## src/rtl/decompress_pkg.sv

```systemverilog
// Shared types and widths for the decompression fetcher.
package decompress_pkg;

    localparam int ADDR_W     = 16;
    localparam int DATA_W     = 8;
    localparam int BYTE_IDX_W = 32;
    localparam int BIT_IDX_W  = 3;
    localparam int RUN_LEN_W  = 7;
    localparam int PAIR_CNT_W = 16;

    typedef enum logic [3:0] {
        IDLE  = 4'd0,
        RD1   = 4'd1,
        CAP1  = 4'd2,
        RD2   = 4'd3,
        CAP2  = 4'd4,
        ISSUE = 4'd5,
        WAIT  = 4'd6,
        NEXT  = 4'd7,
        FIN   = 4'd8
    } fetch_state_e;

    // Each pair occupies two bytes; the address wraps at the top of RAM.
    function automatic logic [ADDR_W-1:0] pair_addr(
        input logic [ADDR_W-1:0]     base,
        input logic [PAIR_CNT_W-1:0] idx
    );
        return base + {idx[ADDR_W-2:0], 1'b0};
    endfunction

endpackage

```

## src/rtl/decompress_fetcher.sv

```systemverilog
// Fetches compressed {run, value} byte pairs from RAM and hands each to a decompress handler.
// Optional build macro DECOMP_FETCH_ZERO_SKIP_EN: zero-length pairs bypass the handler.
module decompress_fetcher
    import decompress_pkg::*;
(
    input  logic                  clk,
    input  logic                  RST,
    input  logic                  start,
    input  logic [ADDR_W-1:0]     srcBase,
    input  logic [PAIR_CNT_W-1:0] pairCount,
    input  logic [BYTE_IDX_W-1:0] dstByteIndx,
    input  logic [BIT_IDX_W-1:0]  dstBitIndx,
    output logic [ADDR_W-1:0]     ramAddress,
    output logic                  ramReadSignal,
    input  logic [DATA_W-1:0]     ramDataIn,
    output logic [DATA_W-1:0]     in1,
    output logic [DATA_W-1:0]     in2,
    output logic [BYTE_IDX_W-1:0] byteIndx,
    output logic [BIT_IDX_W-1:0]  bitIndx,
    output logic                  work,
    output logic                  working,
    input  logic                  handlerDone,
    input  logic [BYTE_IDX_W-1:0] newByteIndx,
    input  logic [BIT_IDX_W-1:0]  newBitIndx,
    output logic                  busy,
    output logic                  finished,
    output logic [PAIR_CNT_W-1:0] pairsIssued
);

    fetch_state_e          r_state;
    fetch_state_e          w_next_state;
    logic [ADDR_W-1:0]     r_src;
    logic [PAIR_CNT_W-1:0] r_count;
    logic [PAIR_CNT_W-1:0] r_pairs;
    logic [ADDR_W-1:0]     r_addr;
    logic                  r_rd;
    logic [DATA_W-1:0]     r_in1;
    logic [DATA_W-1:0]     r_in2;
    logic [BYTE_IDX_W-1:0] r_byte;
    logic [BIT_IDX_W-1:0]  r_bit;
    logic                  r_work;
    logic                  r_busy;
    logic                  r_fin;
    logic                  w_skip;
    logic                  w_done;

`ifdef DECOMP_FETCH_ZERO_SKIP_EN
    assign w_skip = (r_in1[RUN_LEN_W-1:0] == {RUN_LEN_W{1'b0}});
`else
    assign w_skip = 1'b0;
`endif

    // handlerDone only counts while a pair is actually outstanding
    assign w_done = (r_state == WAIT) && handlerDone;

    // State register
    always_ff @(posedge clk or posedge RST) begin
        if (RST) begin
            r_state <= IDLE;
        end else begin
            r_state <= w_next_state;
        end
    end

    // Next-state decode
    always_comb begin
        w_next_state = r_state;
        case (r_state)
            IDLE: begin
                if (start) begin
                    if (pairCount == {PAIR_CNT_W{1'b0}}) begin
                        w_next_state = FIN;
                    end else begin
                        w_next_state = RD1;
                    end
                end else begin
                    w_next_state = IDLE;
                end
            end
            RD1:   w_next_state = CAP1;
            CAP1:  w_next_state = RD2;
            RD2:   w_next_state = CAP2;
            CAP2: begin
                if (w_skip) begin
                    w_next_state = NEXT;
                end else begin
                    w_next_state = ISSUE;
                end
            end
            ISSUE: w_next_state = WAIT;
            WAIT: begin
                if (handlerDone) begin
                    w_next_state = NEXT;
                end else begin
                    w_next_state = WAIT;
                end
            end
            NEXT: begin
                if (r_pairs == r_count) begin
                    w_next_state = FIN;
                end else begin
                    w_next_state = RD1;
                end
            end
            FIN:     w_next_state = IDLE;
            default: w_next_state = IDLE;
        endcase
    end

    // Datapath and registered outputs, all decoded from the upcoming state
    always_ff @(posedge clk or posedge RST) begin
        if (RST) begin
            r_src   <= {ADDR_W{1'b0}};
            r_count <= {PAIR_CNT_W{1'b0}};
            r_pairs <= {PAIR_CNT_W{1'b0}};
            r_addr  <= {ADDR_W{1'b0}};
            r_rd    <= 1'b0;
            r_in1   <= {DATA_W{1'b0}};
            r_in2   <= {DATA_W{1'b0}};
            r_byte  <= {BYTE_IDX_W{1'b0}};
            r_bit   <= 3'd7;
            r_work  <= 1'b0;
            r_busy  <= 1'b0;
            r_fin   <= 1'b0;
        end else begin
            r_rd   <= (w_next_state == RD1) || (w_next_state == RD2);
            r_work <= (w_next_state == ISSUE) || (w_next_state == WAIT);
            r_busy <= (w_next_state != IDLE);
            r_fin  <= (r_state == FIN);

            // Leaving IDLE the latched base is not yet visible, so use the port
            if (w_next_state == RD1) begin
                if (r_state == IDLE) begin
                    r_addr <= srcBase;
                end else begin
                    r_addr <= pair_addr(r_src, r_pairs);
                end
            end else if (w_next_state == RD2) begin
                r_addr <= r_addr + 16'd1;
            end

            if ((r_state == IDLE) && start) begin
                r_src   <= srcBase;
                r_count <= pairCount;
                r_byte  <= dstByteIndx;
                r_bit   <= dstBitIndx;
                r_pairs <= {PAIR_CNT_W{1'b0}};
            end else if (w_done || ((r_state == CAP2) && w_skip)) begin
                r_pairs <= r_pairs + 16'd1;
            end

            if (w_done) begin
                r_byte <= newByteIndx;
                r_bit  <= newBitIndx;
            end

            if (r_state == CAP1) begin
                r_in1 <= ramDataIn;
            end
            if (r_state == CAP2) begin
                r_in2 <= ramDataIn;
            end
        end
    end

    assign ramAddress    = r_addr;
    assign ramReadSignal = r_rd;
    assign in1           = r_in1;
    assign in2           = r_in2;
    assign byteIndx      = r_byte;
    assign bitIndx       = r_bit;
    assign work          = r_work;
    assign working       = r_work;
    assign busy          = r_busy;
    assign finished      = r_fin;
    assign pairsIssued   = r_pairs;

endmodule

```

## config.mk

```make
export PLATFORM = sky130hd
export DESIGN_NAME = decompress_fetcher
export DESIGN_NICKNAME = d
export VERILOG_FILES = /design/src/rtl/decompress_pkg.sv /design/src/rtl/decompress_fetcher.sv
export SDC_FILE = /design/constraint.sdc
export NUM_CORES = 1
export LEC_CHECK = 0
export ABC_AREA = 0
export BUFFER_PORTS_ARGS = -buffer_cell sky130_fd_sc_hd__buf_2
export CAP_MARGIN = 20
export CELL_PAD_IN_SITES_DETAIL_PLACEMENT = 0
export CELL_PAD_IN_SITES_GLOBAL_PLACEMENT = 1
export CORE_ASPECT_RATIO = 0.5
export CORE_MARGIN = 2
export CORE_UTILIZATION = 41
export CTS_CLUSTER_DIAMETER = 50
export CTS_CLUSTER_SIZE = 40
export DETAILED_ROUTE_END_ITERATION = 8
export GPL_ROUTABILITY_DRIVEN = 0
export GPL_TIMING_DRIVEN = 1
export PLACE_DENSITY_LB_ADDON = 0.05
export SETUP_SLACK_MARGIN = 0.5
export SKIP_CTS_REPAIR_TIMING = 1
export SYNTH_ARGS = -nofsm -noshare
export SYNTH_HDL_FRONTEND = slang
export SYNTH_SLANG_ARGS = --single-unit
```

## constraint.sdc

```tcl
create_clock -name clk -period 11.9 [get_ports clk]
set_input_delay 2.38 -clock clk [delete_from_list [all_inputs] [get_ports clk]]
set_output_delay 2.38 -clock clk [all_outputs]
set_load 0.01 [all_outputs]
```

==> impl_summary.log, run 1 <==
INFO  metric cts_inserted_buffers = 17
INFO  metric final.period_utilization = a little over a third
INFO  metric p_per_area = 268.3 mW/mm2
INFO  metric synth_async_sr_flop_share = between 90% and 100%
INFO  metric worst_path_largest_cell_delay = roughly 710 ps
INFO  metric p_sw = approximately 0.89 mW
INFO  metric ir_drop = around 0.00011 V
INFO  metric layoutNonFillerInstCount = 1155
INFO  metric setup_viol = 0
INFO  metric place_inst = approximately 1100
INFO  metric share_comb_of_total_power = between 40 and 50%
INFO  metric yosys.cell_types.count = 55
INFO  metric power.share.clock = 24.3%
INFO  metric power.share.switching = between 40% and 50%
INFO  metric worst_ep_required_time = about 12000 ps
INFO  metric num_io_pins = between 200 and 250
INFO  metric post-place-ws = ~7200 ps
INFO  metric drive_gt1_share = between 20% and 30%
INFO  metric grt_remaining_overflow = 0
INFO  metric nNetsFinal = about 1100
INFO  metric dieHeight = about 93 um
INFO  metric cts.sinks = 123
INFO  metric holdCritPathClass = reg2reg
INFO  metric slowest_stage = sky130_fd_sc_hd__buf_4
INFO  metric reg2reg_slack = 8780 ps
INFO  metric synth-edff-count = 0
INFO  metric fp.dieW = 182.0 um
INFO  metric final.setup.tns = 0 ps
INFO  metric synthesis.area = 0.006495 mm2
INFO  metric ant_nets = 0
INFO  metric clock_tree.buffer_depth = 2
INFO  metric worstSetupStartpointType = input port
INFO  metric maximum_clock_rate = 236.3 MHz
INFO  metric path_cells = buf_2 > and2_2 > buf_4 > a21oi_1 > nor3_4 > buf_4 > mux2_2
INFO  metric crit_top_cell = sky130_fd_sc_hd__buf_4
INFO  metric cts.root.buffer_cell = sky130_fd_sc_hd__clkbuf_16
INFO  metric synth_nets = just under 900
INFO  metric grt_antenna_before_repair = 0
INFO  metric cts_max_level = 4
INFO  metric drc = 0
INFO  metric mostFrequentLayoutCell = sky130_fd_sc_hd__buf_2
INFO  metric cellInternalPower = between 1 and 1.5 mW
INFO  metric place.detailed.hpwl = 12900 um
INFO  metric grt_usage = between 20% and 30%
INFO  metric sequential_power_share = about 33%
INFO  metric synth-main-ff-cell = sky130_fd_sc_hd__dfrtp_1
INFO  metric final.fill_count = approximately 1500
INFO  metric period_minus_slack = 4232 ps
INFO  metric firstDrtPassIters = 5
INFO  metric die-area = between 0.015 and 0.02 mm2
INFO  metric clock_insertion_delay_worst_skew = 420 ps
INFO  metric n_antenna_cell = 0
INFO  metric clock_tree_from_tritoncts = built
INFO  metric critical_path_peak_fanout = 84
INFO  metric clock_skew = 16.72 ps
INFO  metric fin_worst_hold_slack = 477.7 ps
INFO  metric avgRoutedWirePerCell = roughly 16 um
INFO  metric slew_violations = 0
INFO  metric area_growth = 27.57%
INFO  metric netlist_instances = 748
INFO  metric total_number_of_placement_rows = 32
INFO  metric timing.setup.critical_path_class = in2reg
INFO  metric endpoint_kind = register
INFO  metric grt_max_degree = between 80 and 90
INFO  metric cts.clk_slew.worst_paths = 60 ps
INFO  metric grt_setup_unrepaired = false
INFO  metric hold_violations = 0
INFO  metric core_region_area = between 0.015 and 0.02 mm2
INFO  metric grt_pass1_vias = about 6000
INFO  metric p_total = ~2.2 mW
INFO  metric mostFrequentLayoutCells = sky130_fd_sc_hd__buf_2 (201), sky130_fd_sc_hd__nand2_1 (200), sky130_fd_sc_hd__dfrtp_1 (120)
INFO  metric postSynthRegisterBits = approximately 120
INFO  metric cp.arrival = around 4500 ps
INFO  metric design_area = approximately 0.0083 mm2
INFO  metric route.final.wire_length = approximately 19000 um
INFO  metric ys_seq_area_share = 47.45%
INFO  metric yosysWarnings = 0
INFO  metric routed_via_density = roughly 5.2
INFO  metric drt_initial_violations = ~370
INFO  metric grt_pass1_wl = between 30000 and 40000 um
INFO  metric drv_cap = 0
INFO  metric vias = approximately 6000
INFO  metric tightest_slew = 923.8 ps
INFO  metric fin_ws = 7668 ps
INFO  metric initial_utilization = about 42%
INFO  metric syn_area_per_cell = between 8 and 9 um2
INFO  metric outcome = completed
INFO  metric fin_util = 53.61%
INFO  metric max_slew_margin = 38.41%
INFO  metric numPortBuffers = ~200
INFO  metric power.static_leakage = 4.094 nW
INFO  metric placedInstanceArea = between 0.007 and 0.008 mm2
## path summary, 6_finish.rpt
path	from	to	cells past startpoint
setup reg to reg	r_state[1]$_DFF_PP0_	ramAddress[1]$_DFFE_PP0P_	7
hold reg to reg	r_src[0]$_DFFE_PP0P_	r_src[0]$_DFFE_PP0P_	2
max in group asynchronous	RST	ramAddress[6]$_DFFE_PP0P_	3
hold / removal	r_src[0]$_DFFE_PP0P_	r_src[0]$_DFFE_PP0P_	2
min in group asynchronous	RST	r_count[15]$_DFFE_PP0P_	2
setup / recovery	start	ramAddress[1]$_DFFE_PP0P_	7
## power groups by stage
stage               Sequential (mW)  Clock [mW]  Combinational (mW)
CTS                           0.744       0.549               0.948
global route                  0.771       0.572                1.06
global placement              0.744           0               0.932
detailed placement            0.744           0               0.949
finish                        0.742       0.541               0.940
floorplan                     0.779           0               0.592
## metal layers
metal / track usage, % / vias up / wire length (um)
met5: 0 / - / 0
met2: 36.30 / 206 / 8294
met4: 5.712 / 0 / 192
li1: - / 2963 / -
met1: 31.95 / 2813 / 8729
met3: 6.269 / 17 / 1537
## synth_stat cells (2+ instances only)
cell,number,share of area [%]
sky130_fd_sc_hd__nand2_1,201,12
sky130_fd_sc_hd__dfrtp_1,120,46
sky130_fd_sc_hd__nor2_1,71,4.1
sky130_fd_sc_hd__a21oi_1,44,3.4
sky130_fd_sc_hd__a31oi_1,40,3.9
sky130_fd_sc_hd__clkbuf_1,29,1.7
sky130_fd_sc_hd__o21ai_0,27,2.1
sky130_fd_sc_hd__xnor2_1,22,3.0
sky130_fd_sc_hd__nand3_1,20,1.5
sky130_fd_sc_hd__mux2_2,17,2.9
sky130_fd_sc_hd__ha_1,16,3.1
sky130_fd_sc_hd__inv_1,15,0.87
sky130_fd_sc_hd__xor2_1,15,2.0
sky130_fd_sc_hd__nand4_1,11,1.1
sky130_fd_sc_hd__and3_1,8,0.77
sky130_fd_sc_hd__nor3_1,7,0.54
sky130_fd_sc_hd__nor4_1,6,0.58
sky130_fd_sc_hd__nand2b_1,5,0.48
sky130_fd_sc_hd__a21o_1,4,0.46
sky130_fd_sc_hd__and2_1,4,0.39
sky130_fd_sc_hd__buf_2,4,0.31
sky130_fd_sc_hd__nor2b_1,4,0.39
sky130_fd_sc_hd__o31a_1,4,0.54
sky130_fd_sc_hd__or3_1,4,0.39
sky130_fd_sc_hd__a211oi_1,3,0.35
sky130_fd_sc_hd__dfstp_2,3,1.2
sky130_fd_sc_hd__mux2i_1,3,0.46
sky130_fd_sc_hd__o21a_1,3,0.35
sky130_fd_sc_hd__o221ai_1,3,0.40
sky130_fd_sc_hd__a22o_1,2,0.27
sky130_fd_sc_hd__a31o_2,2,0.27
sky130_fd_sc_hd__buf_1,2,0.12
sky130_fd_sc_hd__buf_4,2,0.23
sky130_fd_sc_hd__nor3_2,2,0.31
sky130_fd_sc_hd__o211ai_1,2,0.23
sky130_fd_sc_hd__o21bai_1,2,0.23
sky130_fd_sc_hd__o31ai_1,2,0.23
sky130_fd_sc_hd__or4_1,2,0.23
## critical path: cells and delay by family
| family | cells | cell delay (ps) |
|---|---|---|
| AO/OA/AOI/OAI | 1 | 270 |
| buffers and inverters | 3 | 1140 |
| multiplexers | 1 | 370 |
| AND/OR/NAND/NOR | 2 | 330 |
## sequential cells by signal (all words and copies together), names as in the netlist, 3 cells and up
name	flops
byteIndx	32
pairsIssued	16
r_count	16
r_src	16
ramAddress	16
in1	8
in2	8
r_state	4
bitIndx	3
## final cells by class
class                      instances  area (um2)  share of cell area, %
multi-input combinational        572        3217                  38.83
sequential                       123        3082                  37.19
timing repair buffer             208        1059                  12.78
clock buffer                      19       442.9                  5.346
tap                              204       255.2                  3.081
clock inverter                    13       167.7                  2.024
inverter                          16       62.56                 0.7551
## kinds of logic (layout without fill, tap and decap cells)
| group | after synthesis | in the layout | share of synthesized area, % |
|---|---|---|---|
| and+or+nand+nor | 351 | 351 | 23.56 |
| AOI/OAI and AO/OA | 147 | 147 | 13.95 |
| DFF | 123 | 123 | 47.45 |
| buffers and inverters | 53 | 256 | 3.255 |
| xor gates and xnor gates | 37 | 37 | 4.989 |
| muxes | 20 | 20 | 3.410 |
| adders and majority gates | 17 | 17 | 3.390 |
Note: power is estimated with default switching activity, not from simulation.
==> inputs of run 2 (changes only) <==
--- a/config.mk
+++ b/config.mk
@@ -12,7 +12,7 @@
 export CELL_PAD_IN_SITES_GLOBAL_PLACEMENT = 1
 export CORE_ASPECT_RATIO = 0.5
 export CORE_MARGIN = 2
-export CORE_UTILIZATION = 41
+export CORE_UTILIZATION = 38
 export CTS_CLUSTER_DIAMETER = 50
 export CTS_CLUSTER_SIZE = 40
 export DETAILED_ROUTE_END_ITERATION = 8
==> constraint.sdc (replaced) <==
create_clock -name clk -period 4.4 [get_ports clk]
set_input_delay 0.88 -clock clk [delete_from_list [all_inputs] [get_ports clk]]
set_output_delay 0.88 -clock clk [all_outputs]
set_load 0.01 [all_outputs]
==> impl_summary.log, run 2 (synthesis gave the netlist of run 1 again) <==
INFO  metric outcome = completed
INFO  metric final.setup.tns = 0 ps
INFO  metric largest_reg_flops = 32
INFO  metric power.static_leakage = 4.113 nW
INFO  metric critical_path.n_buffers_inverters = 1
INFO  metric slew_violations = 0
INFO  metric total_number_of_placement_rows = 33
INFO  metric mostFrequentLayoutCell = sky130_fd_sc_hd__buf_2
INFO  metric tightest_slew = 896.5 ps
INFO  metric grt_usage = 21.89%
INFO  metric design_area = between 0.008 and 0.009 mm2
INFO  metric die-area = about 0.018 mm2
INFO  metric path_cells = nand2b_1 > a21o_1 > clkinv_1 > nand4_1 > o31a_1 > o211ai_1 > a22o_1
INFO  metric endpoint_kind = register
INFO  metric num_io_pins = 202
INFO  metric n_antenna_cell = 0
INFO  metric clock_tree.buffer_depth = 2
INFO  metric route.final.wire_length = around 19000 um
INFO  metric final.period_utilization = about two thirds
INFO  metric worst_ep_required_time = around 4700 ps
INFO  metric drt_initial_violations = 330
INFO  metric max_slew_margin = 40.17%
INFO  metric place.detailed.hpwl = around 13000 um
INFO  metric grt_remaining_overflow = 0
INFO  metric area_growth = 29.01%
INFO  metric critical_path_peak_fanout = 28
INFO  metric cts_inserted_buffers = 17
INFO  metric drc = 0
INFO  metric cts.root.buffer_cell = sky130_fd_sc_hd__clkbuf_16
INFO  metric avgRoutedWirePerCell = about 16 um
INFO  metric cts_max_level = 4
INFO  metric numPortBuffers = 201
INFO  metric grt_pass1_vias = about 5800
INFO  metric grt_pass1_wl = roughly 31000 um
INFO  metric firstDrtPassIters = 7
INFO  metric period_minus_slack = 2908 ps
INFO  metric worst_path_largest_cell_delay = ~720 ps
INFO  metric drv_cap = 0
INFO  metric placedInstanceArea = between 0.007 and 0.008 mm2
INFO  metric maximum_clock_rate = 343.8 MHz
INFO  metric reg2reg_depth = 7
INFO  metric drive_gt1_share = between 20% and 30%
INFO  metric cts.sinks = 123
INFO  metric critical-path-top-delay-family = compound AO/OA/AOI/OAI gates
INFO  metric ir_drop = 0.0003063 V
INFO  metric worstSetupStartpointType = register
INFO  metric dieHeight = around 96 um
INFO  metric p_per_area = 730.8 mW/mm2
INFO  metric nNetsFinal = around 1100
INFO  metric cp.arrival = 3210 ps
INFO  metric vias = around 6000
INFO  metric timing.setup.critical_path_class = reg2reg
INFO  metric grt_max_degree = just under 90
INFO  metric grt_antenna_before_repair = 0
INFO  metric cp.depth = 7
INFO  metric clock_insertion_delay_worst_skew = ~410 ps
INFO  metric routed_via_density = 5.048
INFO  metric ant_nets = 0
INFO  metric initial_utilization = 39.23%
INFO  metric holdCritPathClass = reg2reg
INFO  metric p_total = between 6 and 7 mW
INFO  metric fp.dieW = around 190 um
INFO  metric fin_util = about half
INFO  metric slowest_stage = sky130_fd_sc_hd__clkinv_1
INFO  metric setup_viol = 0
INFO  metric clock_tree_from_tritoncts = built
INFO  metric clock_skew = between 8 and 9 ps
INFO  metric mostFrequentLayoutCells = sky130_fd_sc_hd__buf_2 (201), sky130_fd_sc_hd__nand2_1 (200), sky130_fd_sc_hd__dfrtp_1 (120)
INFO  metric cts.clk_slew.worst_paths = around 60 ps
INFO  metric min_path_cells = 2
INFO  metric hold_violations = 0
INFO  metric core_region_area = about 0.017 mm2
INFO  metric grt_setup_unrepaired = false
==> run 2: cell types whose count changed in the layout (fill, tap and decap cells not counted), sizes merged <==
cell      before  now
bufinv         3    4
buf          208  209
clkinvlp       2    4
clkinv         7    5
inv           17   16
==> run 2: stage by stage <==
step | worst slack, ps | cells | hold WS, ps
2_1_floorplan | 2011 | 748 | 445.0
3_3_place_gp | 1478 | 1145 | 461.1
3_5_place_dp | 1471 | 1146 | 470.3
6_report | 1492 | 1179 | 480.5
5_1_grt | 1246 | 1179 | 514.7
4_1_cts | 1453 | 1178 | 484.8
==> run 2: per-layer routing <==
metal	track usage, %	wire length (um)
met3	6.645	1433
met2	34.04	8454
met1	29.92	9204
met4	5.794	154
met5	0	0
==> run 2: worst register-to-register path, stage by stage (launching register included) <==
cell and delay (ps):
sky130_fd_sc_hd__dfrtp_1 590, sky130_fd_sc_hd__nand2b_1 230, sky130_fd_sc_hd__a21o_1 360, sky130_fd_sc_hd__clkinv_1 720
sky130_fd_sc_hd__nand4_1 430, sky130_fd_sc_hd__o31a_1 170, sky130_fd_sc_hd__o211ai_1 90, sky130_fd_sc_hd__a22o_1 200
==> run 2: report_power, final <==
part / switching [mW] / leakage, nW / internal [mW]
clock network: 0.556 / 0.300 / 0.969
logic: 1.51 / 2.31 / 1.07
registers: 0.368 / 1.50 / 1.65
total: 2.44 / 4.11 / 3.69
==> run 2: path summary, 6_finish.rpt <==
| kind | startpoint | to | slack [ps] |
|---|---|---|---|
| worst max-delay path | r_state[0]$_DFF_PP0_ | ramAddress[15]$_DFFE_PP0P_ | 1490 |
| min in group asynchronous | RST | byteIndx[28]$_DFFE_PP0P_ | 610 |
| worst min-delay path | r_src[1]$_DFFE_PP0P_ | r_src[1]$_DFFE_PP0P_ | 480 |
| worst min register to register | r_src[1]$_DFFE_PP0P_ | r_src[1]$_DFFE_PP0P_ | 480 |
| max in group asynchronous | RST | pairsIssued[11]$_DFFE_PP0P_ | 2810 |
| worst max register to register | r_state[0]$_DFF_PP0_ | ramAddress[15]$_DFFE_PP0P_ | 1490 |
==> run 2: final cells by class <==
cell class                 count  area, um2
timing repair buffer         209       1099
clock buffer                  19      442.9
clock inverter                13      191.4
inverter                      16      63.81
fill                        1645       8178
tap                          227      284.0
sequential                   123       3082
multi-input combinational    572       3217
